**src/rtl/blink_pkg.sv**
```systemverilog
// Shared types for the blink divider: per-channel operating modes.
package blink_pkg;

    typedef enum logic [1:0] {
        MODE_OFF     = 2'd0,
        MODE_TOGGLE  = 2'd1,
        MODE_PULSE   = 2'd2,
        MODE_ONESHOT = 2'd3
    } mode_t;

endpackage

```
**src/rtl/blink_chan.sv**
```systemverilog
// One divider channel: programmable half-period counter driving led/tick/done flops.
// Outputs registered, first tick H cycles after a write; no backpressure.
module blink_chan
    import blink_pkg::*;
#(
    parameter int CPT_W        = 26,
    parameter int DEFAULT_HALF = 25_000_000
) (
    input  logic             CLK,
    input  logic             RST,
    input  logic             wr,
    input  logic             sync,
    input  logic [CPT_W-1:0] cfg_half,
    input  logic [1:0]       cfg_mode,
    output logic             led,
    output logic             tick,
    output logic             done
);

    localparam logic [CPT_W-1:0] DEF_HALF = CPT_W'(DEFAULT_HALF);

    mode_t            mode_q, mode_d;
    logic [CPT_W-1:0] half_q, half_d;
    logic [CPT_W-1:0] cnt_q, cnt_d;
    logic             led_d, tick_d, done_d;
    logic             fired;
    logic             active;
    logic             wrap;

    assign fired  = (mode_q == MODE_ONESHOT) && done;
    assign active = (mode_q != MODE_OFF) && (half_q != '0) && !fired;
    assign wrap   = (cnt_q == half_q - CPT_W'(1));

    always_comb begin
        mode_d = mode_q;
        half_d = half_q;
        cnt_d  = '0;
        led_d  = 1'b0;
        tick_d = 1'b0;
        done_d = 1'b0;
        if (wr) begin
            mode_d = mode_t'(cfg_mode);
            half_d = cfg_half;
        end
        // A write or sync clears the channel even on its wrap cycle.
        if (!(wr || sync)) begin
            if (active) begin
                if (wrap) begin
                    tick_d = 1'b1;
                    case (mode_q)
                        MODE_TOGGLE:  led_d = ~led;
                        MODE_PULSE:   led_d = 1'b1;
                        MODE_ONESHOT: begin
                            led_d  = 1'b1;
                            done_d = 1'b1;
                        end
                        default:      led_d = 1'b0;
                    endcase
                end else begin
                    cnt_d = cnt_q + CPT_W'(1);
                    led_d = (mode_q == MODE_PULSE) ? 1'b0 : led;
                end
            end else if (fired) begin
                led_d  = led;
                done_d = 1'b1;
            end
        end
    end

    always_ff @(posedge CLK) begin
        if (RST) begin
            mode_q <= MODE_TOGGLE;
            half_q <= DEF_HALF;
            cnt_q  <= '0;
            led    <= 1'b0;
            tick   <= 1'b0;
            done   <= 1'b0;
        end else begin
            mode_q <= mode_d;
            half_q <= half_d;
            cnt_q  <= cnt_d;
            led    <= led_d;
            tick   <= tick_d;
            done   <= done_d;
        end
    end

endmodule

```
**src/rtl/blink_divider.sv**
```systemverilog
// Multi-channel LED blinker: decodes config writes and fans sync out to NB_CH channels.
// Outputs come straight from channel flops; writes always accepted, out-of-range ones dropped.
module blink_divider #(
    parameter int NB_CH        = 4,
    parameter int CPT_W        = 26,
    parameter int DEFAULT_HALF = 25_000_000,
    localparam int CH_W        = (NB_CH > 1) ? $clog2(NB_CH) : 1
) (
    input  logic             CLK,
    input  logic             RST,
    input  logic             cfg_we,
    input  logic [CH_W-1:0]  cfg_ch,
    input  logic [CPT_W-1:0] cfg_half,
    input  logic [1:0]       cfg_mode,
    input  logic             sync,
    output logic [NB_CH-1:0] led,
    output logic [NB_CH-1:0] tick,
    output logic [NB_CH-1:0] done
);

    logic [NB_CH-1:0] ch_we;

    for (genvar i = 0; i < NB_CH; i++) begin : g_ch
        assign ch_we[i] = cfg_we && (cfg_ch == CH_W'(i));

        blink_chan #(
            .CPT_W        (CPT_W),
            .DEFAULT_HALF (DEFAULT_HALF)
        ) u_chan (
            .CLK      (CLK),
            .RST      (RST),
            .wr       (ch_we[i]),
            .sync     (sync),
            .cfg_half (cfg_half),
            .cfg_mode (cfg_mode),
            .led      (led[i]),
            .tick     (tick[i]),
            .done     (done[i])
        );
    end

endmodule
```
**config.mk**
```make
export PLATFORM = sky130hd
export DESIGN_NAME = blink_divider
export DESIGN_NICKNAME = d
export VERILOG_FILES = /design/src/rtl/blink_pkg.sv /design/src/rtl/blink_chan.sv /design/src/rtl/blink_divider.sv
export SDC_FILE = /design/constraint.sdc
export NUM_CORES = 1
export LEC_CHECK = 0
export CAP_MARGIN = 20
export CORE_AREA = 3 3 206 168
export CTS_CLUSTER_DIAMETER = 80
export DETAILED_ROUTE_END_ITERATION = 12
export DIE_AREA = 0 0 209 171
export GPL_TIMING_DRIVEN = 1
export PLACE_DENSITY = 0.57
export SETUP_SLACK_MARGIN = 0.1
export SLEW_MARGIN = 20
export SYNTH_ARGS = -nofsm -noshare
export SYNTH_HDL_FRONTEND = slang
export SYNTH_SLANG_ARGS = --single-unit
```
**constraint.sdc**
```tcl
create_clock -name CLK -period 3.8 [get_ports CLK]
set_input_delay 0.76 -clock CLK [delete_from_list [all_inputs] [get_ports CLK]]
set_output_delay 0.76 -clock CLK [all_outputs]
set_load 0.05 [all_outputs]
```
Yosys cells after proc, flatten, opt, wreduce, memory -nomap -nowiden
Index checks and enable logic that the tools add are counted.
{"block": "word_totals", "in_bits": 34, "regBits": 228, "output_inout_bits": 12}
{"block": "op_classes", "n_mux": 40, "addsub": 8, "n_reduce_logical": 53, "eq_ne": 27, "bitwise_logic": 8}
{"cell": "$add A26 B1 Y26 const B", "n": 4}
{"cell": "$eq A26 B26 Y1", "n": 4}
{"cell": "$reduce_bool A26 Y1", "n": 4}
{"cell": "$sub A26 B1 Y26 const B", "n": 4}
{"cell": "$mux W1", "n": 36}
{"cell": "$eq A2 B2 Y1 const B", "n": 10}
{"cell": "$logic_and A1 B1 Y1", "n": 16}
{"cell": "$reduce_or A2 Y1", "n": 8}
{"cell": "$reduce_or A4 Y1", "n": 4}
{"cell": "$ne A3 B3 Y1 const B", "n": 4}
{"cell": "$reduce_or A3 Y1", "n": 4}
{"cell": "$eq A2 B1 Y1 const B", "n": 5}
{"cell": "$ne A2 B2 Y1 const B", "n": 4}
{"cell": "$not A1 Y1", "n": 8}
{"cell": "$pmux W1 S2", "n": 4}
{"cell": "$reduce_and A2 Y1", "n": 4}
{"cell": "$reduce_bool A2 Y1", "n": 4}
{"cell": "$logic_not A1 Y1", "n": 4}
{"cell": "$logic_or A1 B1 Y1", "n": 4}
{"cell": "$logic_not A2 Y1", "n": 1}

Logic depth before layout (Yosys ltp)
Gate-level depths: netlist of the first run.
{"block": "logic_depth", "depth_word": 6, "depth_mapped": 13, "mapped_depth_nobuf": 10}

By module
A second synthesis of the first run with hierarchy kept.
{"block": "hier_totals", "hier_cells": 1667, "hier_area_um2": 14549.0}
{"module": "blink_chan at g_ch[0].u_chan ...", "area_per_inst_um2": 3682.3, "cells_each": 418, "n_inst": 3}
{"module": "blink_chan at g_ch[3].u_chan", "area_per_inst_um2": 3464.6, "cells_each": 409, "n_inst": 1}
{"module": "blink_divider", "area_per_inst_um2": 37.5, "cells_each": 4, "n_inst": 1}

Worst setup path before layout of the first run
No wires, ideal clock.
{"block": "synth_timing", "path_type": "register to register", "startpoint": "reg g_ch[3].u_chan.half_q[0]", "endpoint": "reg g_ch[3].u_chan.led", "setup_slack_ps": 536, "arrival_time_ps": 3191, "required_ps": 3727, "stages_incl_launch_ff": 12, "n_path_buf": 1, "cell_sequence": "dfxtp_1 > inv_1 > ha_1 > or4b_1 > or4b_1 > clkbuf_1 > or3b_1 > nand3_1 > a21oi_1 > or4_4 > or3_1 > o211ai_2"}
{"block": "synth_between", "elab_chain_len": 5}
{"element": "from (decl)", "line_no": "blink_chan.sv:23", "text": "logic [CPT_W-1:0] half_q, half_d;"}
{"element": "from (signal assigned)", "line_no": "blink_chan.sv:80", "text": "half_q <= half_d;"}
{"element": "branches (longest 5 deep; another with $sub A26 B1 Y26)"}
{"element": "to (signal assigned)", "line_no": "blink_chan.sv:82", "text": "led <= led_d;"}
{"element": "to (decl)", "line_no": "blink_chan.sv:15", "text": "output logic led,"}
Several ways; the timed one is not identified.
A chain may end at the register's enable or synchronous reset.

Final worst setup path of the first run
Same ends and word-level chain as after synthesis.

==> impl_metrics.csv, run 1 <==
group,metric,value,unit
worst_hold_path,hold_path.class,"flop to flop",
place,post-place-ws,222,ps
logic_synthesis,synth_area_leaders,"dfxtp_1 (35%), nand2_1 (8.5%), xnor2_1 (7.4%)",
route,routed-via-count,11564,
worst_setup_path,start_kind,"flop",
layout,syn_to_final_growth,12.3,%
floorplanning,core_area,32500,um^2
place,gp_congestion,0.878,
floorplanning,dieWidth,209,um
sta,period_needed,3500,ps
outcome,status,"finished clean",
logic_synthesis,synthDistinctLibCells,77,
power,p_leak,4.98,nW
layout,final_common_cell,"nand2_1",
layout,nets,1713,
worst_setup_path,path_class,"flop to flop",
sta,period_share,92.1,%
sta,fin_ws,299,ps
sta,finalSetupTns,0,ps
logic_synthesis,ys_warn_count,0,
worst_setup_path,reg2regPathDepth,10,
logic_synthesis,synth-seq-cells,228,
sta,finalHoldViolations,0,
route,drcViolationCount,0,
sta,setup_violations,0,
route,drt_iter0_drc,990,
clock_tree,cts_tree,"done",
sta,worst_slew_pin_slew,911,ps
worst_setup_path,worstPathRequired,4280,ps
worst_setup_path,r2r-end,"g_ch[3].u_chan.led",
clock_tree,htreeDepth,1,
logic_synthesis,synth_top_area_cell,"dfxtp_1",
worst_hold_path,worstHoldPathCells,2,
logic_synthesis,synth-main-ff-cell,"dfxtp_1",
logic_synthesis,avgSynthCellArea,7.74,um^2
floorplanning,io_pins,46,
clock_tree,clkLatencyLatePin,550,ps
worst_setup_path,r2r_start,"g_ch[3].u_chan.half_q[0]",
layout,final_cell_mix,"nand2_1 (292), dfxtp_1 (228), nor2_1 (191)",
logic_synthesis,synthesis.area,13000,um^2
route,drt-pass1-iter-count,5,
grt,grt_pass1_wl,57700,um
grt,gr-total-overflow,0,
layout,seqCellArea,4560,um^2
clock_tree,numClockSinks,228,
logic_synthesis,yosysSeqAreaShare,35.2,%
place,hpwl,26200,um
logic_synthesis,synth_edf_count,0,
route,wire_per_inst,16.9,um
worst_hold_path,holdPathEnd,"g_ch[0].u_chan.half_q[17]",
sta,clock_skew,13.8,ps
floorplanning,fp-row-count,59,
clock_tree,numCtsBuffers,25,
worst_hold_path,hold_start,"g_ch[0].u_chan.half_q[17]",
route,wirelength,35900,um
route,drt.antenna.violating_nets,0,
logic_synthesis,syn_inst,1675,
clock_tree,clock-root-buffer,"clkbuf_16",
grt,grt_max_degree,60,
worst_setup_path,rrSetupSlack,300,ps
floorplanning,die_area,35700,um^2
job,max-cap-violations,0,
power,p_per_area,381,nW/um^2
worst_setup_path,cp-end-kind,"flop",
grt,track_usage,19.7,%
floorplanning,start_util,39.9,%
logic_synthesis,syn-num-nets,1717,
sta,grt_setup_unrepaired,"no",
route,routed_via_density,5.46,
sta,final_max_slew_viol_count,0,
grt,grt_pass1_vias,10719,
layout,fillers,3326,
clock_tree,cts_hold_buf,0,
sta,slew_headroom,38.7,%
worst_setup_path,critPathMaxFanout,6,
layout,multi_input_area,7900,um^2
layout,final_core_util,44.9,%
logic_synthesis,async_flop_share,0,%
power,finalPower,5.55,mW
power,vdd_drop_max,0.251,mV
logic_synthesis,yosysTopAreaCellShare,35.2,%
worst_setup_path,worstPathArrival,3980,ps
grt,antenna_found_initial,0,
sta,max_freq,286,MHz
place,numPortBuffers,45,
clock_tree,path_clk_slew,70,ps
clock_tree,clockBufferDepth,3,
layout,drive_above_1_share,6.51,%
floorplanning,die_y,171,um
[state kept, by name, indices dropped and copies added, names as in the netlist]
signal,flops
g_ch.u_chan.cnt_q,104
g_ch.u_chan.mode_q,8
g_ch.u_chan.led,4
g_ch.u_chan.tick,4
g_ch.u_chan.done,4
g_ch.u_chan.half_q,104
[worst max-delay path: stages (launching register included)]
cell and delay [ps]:
dfxtp_1 350, inv_1 70, ha_1 200, or4b_1 540
or4b_1 680, or3b_1 390, nand3_1 90, a21oi_1 60
or4_4 590, or3_1 380, o211ai_2 80
[logic make-up (layout without fill, tap and decap cells)]
group / Yosys count / count (layout) / share of synthesized area (%)
fa+ha+maj: 8 / 8 / 0.772
simple gates: 888 / 888 / 34.2
mux: 11 / 11 / 0.878
buf+inv: 127 / 141 / 4.14
other cells: 0 / 1 / 0
compound gates: 197 / 197 / 10.1
flops: 228 / 228 / 35.2
xor+xnor: 216 / 216 / 14.7
[synth_stat cells (18+ instances only)]
cell type,instances
clkbuf_1,71
or3_1,25
dfxtp_1,228
or2_2,18
nand3_1,67
inv_1,28
nor2_1,193
nand2_1,292
nor3_1,48
xor2_1,106
xnor2_1,109
or4_1,18
nand3b_1,60
and3_1,20
nor4_1,36
a21oi_1,77
nand4_1,32
o21ai_0,24
[how the worst max path moves through the flow]
stage          slack [ps]                     start                        to
2_1_floorplan         540  g_ch[3].u_chan.half_q[0]        g_ch[3].u_chan.led
3_3_place_gp          280  g_ch[3].u_chan.half_q[0]   g_ch[3].u_chan.cnt_q[7]
3_5_place_dp          220  g_ch[3].u_chan.half_q[0]  g_ch[3].u_chan.cnt_q[22]
4_1_cts               180  g_ch[3].u_chan.half_q[0]  g_ch[3].u_chan.cnt_q[16]
5_1_grt               150  g_ch[3].u_chan.half_q[0]        g_ch[3].u_chan.led
6_report              300  g_ch[3].u_chan.half_q[0]        g_ch[3].u_chan.led
[routing by layer]
layer	global-route usage (%)	part of all wire, %	vias up
met5	0	0	-
met1	28.7	50	5471
met4	4.51	2.2	0
met3	3.28	5.3	48
met2	30.7	42	259
li1	-	-	5786
[area by class of cell]
class	instances	area share [%]
Tap cell	427	3.67
Antenna cell	1	0.0172
Clock buffer	31	4.72
Timing Repair Buffer	68	4.26
Sequential cell	228	31.3
Multi-Input combinational cell	1320	54.2
Inverter	28	0.721
Clock inverter	14	1.06
[metrics by stage]
stage | hold WS, ps | cell area (um^2) | std cells
floorplan | 449 | 13000 | 1675
global placement | 469 | 13700 | 2071
detailed placement | 477 | 13700 | 2071
CTS | 485 | 14500 | 2116
global route | 505 | 14600 | 2116
finish | 481 | 14600 | 2117
[what timing repair did]
item,CTS,global route
setup endpoints to repair,0,77
buffers inserted,0,0
resized for setup,0,5
[power by group]
part           switching, mW  internal (mW)  total (mW)  leakage [nW]
combinational          0.298          0.199       0.497          2.70
sequential            0.0859           2.44        2.53          1.85
clock                   1.03           1.49        2.52         0.427
total                   1.41           4.13        5.55          4.98
Note: power is estimated with default switching activity, not from simulation.
==> run 2, diff against run 1 <==
--- a/config.mk
+++ b/config.mk
@@ -12,7 +12,7 @@
 export DIE_AREA = 0 0 209 171
 export GPL_TIMING_DRIVEN = 1
 export PLACE_DENSITY = 0.57
-export SETUP_SLACK_MARGIN = 0.1
+export SETUP_SLACK_MARGIN = 0.02
 export SLEW_MARGIN = 20
 export SYNTH_ARGS = -nofsm -noshare
 export SYNTH_HDL_FRONTEND = slang
==> impl_metrics.csv, run 2 (synthesis results as in run 1) <==
group,metric,value,unit
layout,final_common_cell,"nand2_1",
worst_setup_path,cp-end-kind,"flop",
place,hpwl,26200,um
layout,multi_input_area,7900,um^2
clock_tree,numClockSinks,228,
clock_tree,path_clk_slew,60,ps
sta,clock_skew,17.0,ps
layout,nets,1713,
worst_hold_path,worstHoldPathCells,2,
place,gp_congestion,0.878,
layout,drive_above_1_share,6.45,%
grt,grt_max_degree,60,
sta,final_max_slew_viol_count,0,
layout,seqCellArea,4560,um^2
clock_tree,clkLatencyLatePin,550,ps
worst_setup_path,reg2regPathDepth,9,
place,numPortBuffers,45,
worst_hold_path,hold_path.class,"flop to flop",
route,drt-pass1-iter-count,5,
floorplanning,start_util,39.9,%
route,drt_iter0_drc,971,
layout,syn_to_final_growth,12.3,%
worst_setup_path,start_kind,"flop",
floorplanning,fp-row-count,59,
route,wire_per_inst,17.0,um
clock_tree,clockBufferDepth,3,
sta,period_needed,3540,ps
place,post-place-ws,222,ps
worst_setup_path,worstPathRequired,4230,ps
sta,grt_setup_unrepaired,"no",
route,drcViolationCount,0,
grt,grt_pass1_wl,57700,um
route,routed-via-count,11563,
sta,finalHoldViolations,0,
layout,top_regs,"g_ch.u_chan.cnt_q (104), g_ch.u_chan.half_q (104), g_ch.u_chan.mode_q (8)",
place,place_area,13700,um^2
worst_setup_path,worstPathArrival,3970,ps
clock_tree,cts_hold_buf,0,
sta,slew_headroom,38.7,%
sta,finalSetupTns,0,ps
floorplanning,core_area,32500,um^2
floorplanning,dieWidth,209,um
power,vdd_drop_max,0.250,mV
route,routed_via_density,5.46,
clock_tree,htreeDepth,1,
route,drt.antenna.violating_nets,0,
clock_tree,cts_tree,"done",
route,wirelength,35900,um
floorplanning,die_y,171,um
worst_setup_path,path_class,"flop to flop",
sta,fin_ws,258,ps
sta,max_freq,282,MHz
sta,period_share,93.2,%
floorplanning,die_area,35700,um^2
layout,fillers,3328,
sta,worst_slew_pin_slew,911,ps
worst_setup_path,critPathMaxFanout,26,
grt,track_usage,19.7,%
layout,fin_area,14600,um^2
sta,worst_hold_slack,481,ps
layout,final_cell_mix,"nand2_1 (292), dfxtp_1 (228), nor2_1 (191)",
job,max-cap-violations,0,
grt,grt_pass1_vias,10719,
grt,gr-total-overflow,0,
clock_tree,numCtsBuffers,25,
clock_tree,clock-root-buffer,"clkbuf_16",
outcome,status,"finished clean",
grt,antenna_found_initial,0,
power,p_leak,4.98,nW
power,p_per_area,381,nW/um^2
sta,setup_violations,0,
floorplanning,io_pins,46,
run 2: routing by layer:
layer | track usage (%) | up-vias | share of wire (%)
met3 | 3.28 | 50 | 5.6
met1 | 28.7 | 5463 | 50
met5 | 0 | - | 0
met2 | 30.7 | 262 | 42
met4 | 4.51 | 0 | 2.2
li1 | - | 5788 | -
run 2: cell type report:
cell class / instances / area share (%)
clock inverters: 14 / 1.07
multi-input cells: 1320 / 54.2
well taps: 427 / 3.67
clock buffers: 31 / 4.72
diodes: 1 / 0.0172
repair buffers: 68 / 4.26
inverters: 28 / 0.722
flip-flops and latches: 228 / 31.3
run 2: worst max-delay path: stages (launching register included):
cell and delay, ps:
dfxtp_1 360, or4_1 630, or4_1 700, nand2b_1 260, o41ai_1 270, o2111ai_1 150
a2111o_1 510, o21ai_2 160, buf_4 290, nor2_1 90
run 2: where the power goes:
group | internal [mW] | switching (mW)
logic | 0.199 | 0.297
registers | 2.44 | 0.0859
clock network | 1.49 | 1.03
run 2: worst paths after layout:
| kind | slack (ps) | end | from |
|---|---|---|---|
| min reg2reg | 480 | g_ch[0].u_chan.half_q[17] | g_ch[0].u_chan.half_q[17] |
| max reg2reg | 260 | g_ch[0].u_chan.cnt_q[4] | g_ch[0].u_chan.half_q[9] |
| min | 480 | g_ch[0].u_chan.half_q[17] | g_ch[0].u_chan.half_q[17] |
| max | 260 | g_ch[0].u_chan.cnt_q[4] | g_ch[0].u_chan.half_q[9] |
run 2: through the flow:
step                total power, mW  cells  util, %
floorplan                      2.88   1675        -
global placement               3.06   2071     42.2
detailed placement             3.07   2071     42.2
CTS                            5.61   2116     44.8
global route                   5.76   2116     44.8
finish                         5.55   2117     44.8
run 2: repair_timing:
item / in CTS / in global routing
resized for setup: 0 / 4
endpoints found under the setup margin: 0 / 39
setup buffers: 0 / 0
==> run 3, diff against run 2 <==
--- a/config.mk
+++ b/config.mk
@@ -6,12 +6,13 @@
 export NUM_CORES = 1
 export LEC_CHECK = 0
 export CAP_MARGIN = 20
-export CORE_AREA = 3 3 206 168
+export CORE_AREA = 3 3 168 137
 export CTS_CLUSTER_DIAMETER = 80
 export DETAILED_ROUTE_END_ITERATION = 12
-export DIE_AREA = 0 0 209 171
+export DIE_AREA = 0 0 171 140
+export GPL_ROUTABILITY_DRIVEN = 0
 export GPL_TIMING_DRIVEN = 1
-export PLACE_DENSITY = 0.57
+export PLACE_DENSITY = 0.8
 export SETUP_SLACK_MARGIN = 0.02
 export SLEW_MARGIN = 20
 export SYNTH_ARGS = -nofsm -noshare
==> impl_metrics.csv, run 3 (synthesis results as in run 1) <==
group,metric,value,unit
outcome,status,"finished clean",
route,routed_via_density,5.99,
layout,final_common_cell,"nand2_1",
worst_setup_path,cp-end-kind,"flop",
worst_setup_path,path_class,"flop to flop",
floorplanning,start_util,60.3,%
route,met1Wirelength,14700,um
worst_setup_path,worstPathRequired,4250,ps
clock_tree,clkLatencyLatePin,520,ps
sta,slew_headroom,35.9,%
layout,fin_cells,1953,
worst_setup_path,critPathMostFrequentCell,"or4b_1",
worst_setup_path,max_stage_delay,680,ps
floorplanning,dieWidth,171,um
sta,worst_hold_slack,478,ps
power,p_leak,4.90,nW
worst_hold_path,hold_path.class,"flop to flop",
floorplanning,io_pins,46,
sta,period_share,92.7,%
clock_tree,numClockSinks,228,
worst_setup_path,reg2regPathDepth,10,
job,max-cap-violations,0,
worst_setup_path,cp_slowest_cell,"or4b_1",
grt,grt_max_degree,53,
clock_tree,clock-root-buffer,"clkbuf_16",
place,dp_cells,1915,
worst_setup_path,path_cells,"inv_1, ha_1, or4b_1, or4b_1, or3b_1, nand3_1, a21oi_1, or4_4, or3_1, o211ai_2",
route,wl_met2,14700,um
clock_tree,clockBufferDepth,3,
layout,drive_above_1_share,5.54,%
place,hpwl,24100,um
sta,max_freq,284,MHz
clock_tree,cts_hold_buf,0,
sta,clock_skew,9.47,ps
grt,antenna_found_initial,0,
power,p_per_area,371,nW/um^2
place,numPortBuffers,45,
route,routed-via-count,11705,
route,drt.antenna.violating_nets,0,
sta,final_max_slew_viol_count,0,
worst_setup_path,crit_end,"g_ch[3].u_chan.led",
layout,top_regs,"g_ch.u_chan.cnt_q (104), g_ch.u_chan.half_q (104), g_ch.u_chan.mode_q (8)",
route,top_layer_used,"met4",
sta,worst_slew_pin_slew,961,ps
sta,period_needed,3520,ps
floorplanning,fp-row-count,48,
worst_setup_path,critPathMaxFanout,6,
floorplanning,die_y,140,um
route,drcViolationCount,0,
worst_setup_path,r2r-end,"g_ch[3].u_chan.led",
sta,setup_violations,0,
layout,nets,1708,
route,wirelength,33200,um
sta,grt_setup_unrepaired,"no",
route,wl_met3,3060,um
layout,final_core_util,66.2,%
sta,finalSetupTns,0,ps
layout,fillers,1864,
layout,antenna-diode-count,0,
worst_setup_path,rrSetupSlack,280,ps
worst_setup_path,r2r_start,"g_ch[3].u_chan.half_q[0]",
route,drt_iter0_drc,1119,
grt,gr-total-overflow,0,
layout,syn_to_final_growth,9.75,%
worst_setup_path,start_kind,"flop",
power,vdd_drop_max,0.306,mV
grt,track_usage,27.1,%
worst_setup_path,worstPathArrival,3970,ps
floorplanning,die_area,23900,um^2
sta,finalHoldViolations,0,
clock_tree,numCtsBuffers,24,
grt,grt_pass1_wl,54100,um
floorplanning,core_area,21500,um^2
power,finalPower,5.28,mW
route,wire_per_inst,17.0,um
worst_setup_path,worstSetupStartpoint,"g_ch[3].u_chan.half_q[0]",
clock_tree,htreeDepth,1,
clock_tree,cts_tree,"done",
layout,final_cell_mix,"nand2_1 (292), dfxtp_1 (228), nor2_1 (191)",
grt,grt_pass1_vias,10808,
route,drt-pass1-iter-count,5,
clock_tree,path_clk_slew,60,ps
## run 3: worst min-delay path by stage
| stage | start | to | slack (ps) | cells past startpoint |
|---|---|---|---|---|
| CTS | g_ch[0].u_chan.half_q[17] | g_ch[0].u_chan.half_q[17] | 480 | 2 |
| detailed placement | g_ch[0].u_chan.half_q[17] | g_ch[0].u_chan.half_q[17] | 470 | 2 |
| global placement | g_ch[0].u_chan.half_q[17] | g_ch[0].u_chan.half_q[17] | 470 | 2 |
| global route | g_ch[0].u_chan.half_q[17] | g_ch[0].u_chan.half_q[17] | 510 | 2 |
| finish | g_ch[0].u_chan.half_q[17] | g_ch[0].u_chan.half_q[17] | 480 | 2 |
| floorplan | g_ch[3].u_chan.cnt_q[0] | g_ch[3].u_chan.cnt_q[0] | 450 | 1 |
## run 3: through the flow
step	cell area, um^2	setup slack [ps]
final	14200	279
after global routing	14200	106
after CTS	14200	194
after detailed placement	13500	242
after global placement	13500	342
after floorplan	13000	536
## run 3: layer usage
metal	GRT usage (%)	vias to the layer above
li1	-	5772
met1	38.1	5423
met2	43.0	450
met3	5.36	60
met4	6.44	0
met5	0	-
## run 3: worst max-delay path, delay by kind of cell (launching register included)
kind                     cells  cell delay, ps
flip-flops                   1             350
AND/OR/NAND/NOR              6            2690
adder cells (fa/ha/maj)      1             200
buffers and inverters        1              80
AO/OA/AOI/OAI                2             130
## run 3: area by class of cell
| type | count | area, um^2 | share of cell area [%] |
|---|---|---|---|
| Clock inverter | 3 | 40.0 | 0.281 |
| Tap cell | 275 | 344 | 2.42 |
| Clock buffer | 35 | 703 | 4.94 |
| Inverter | 28 | 105 | 0.738 |
| Timing Repair Buffer | 64 | 588 | 4.13 |
| Sequential cell | 228 | 4560 | 32.1 |
| Multi-Input combinational cell | 1320 | 7890 | 55.4 |
## run 3: what timing repair did
item | 4_1_cts | 5_1_grt
setup endpoints to repair | 0 | 32
endpoints found under the hold margin | 0 | 0
buffers inserted | 0 | 0
gates resized for setup | 0 | 3
## run 3: report_power, final
| part | total (mW) | internal, mW | switching [mW] |
|---|---|---|---|
| sequential | 2.53 | 2.45 | 0.0861 |
| combinational | 0.485 | 0.198 | 0.288 |
| clock | 2.27 | 1.33 | 0.935 |
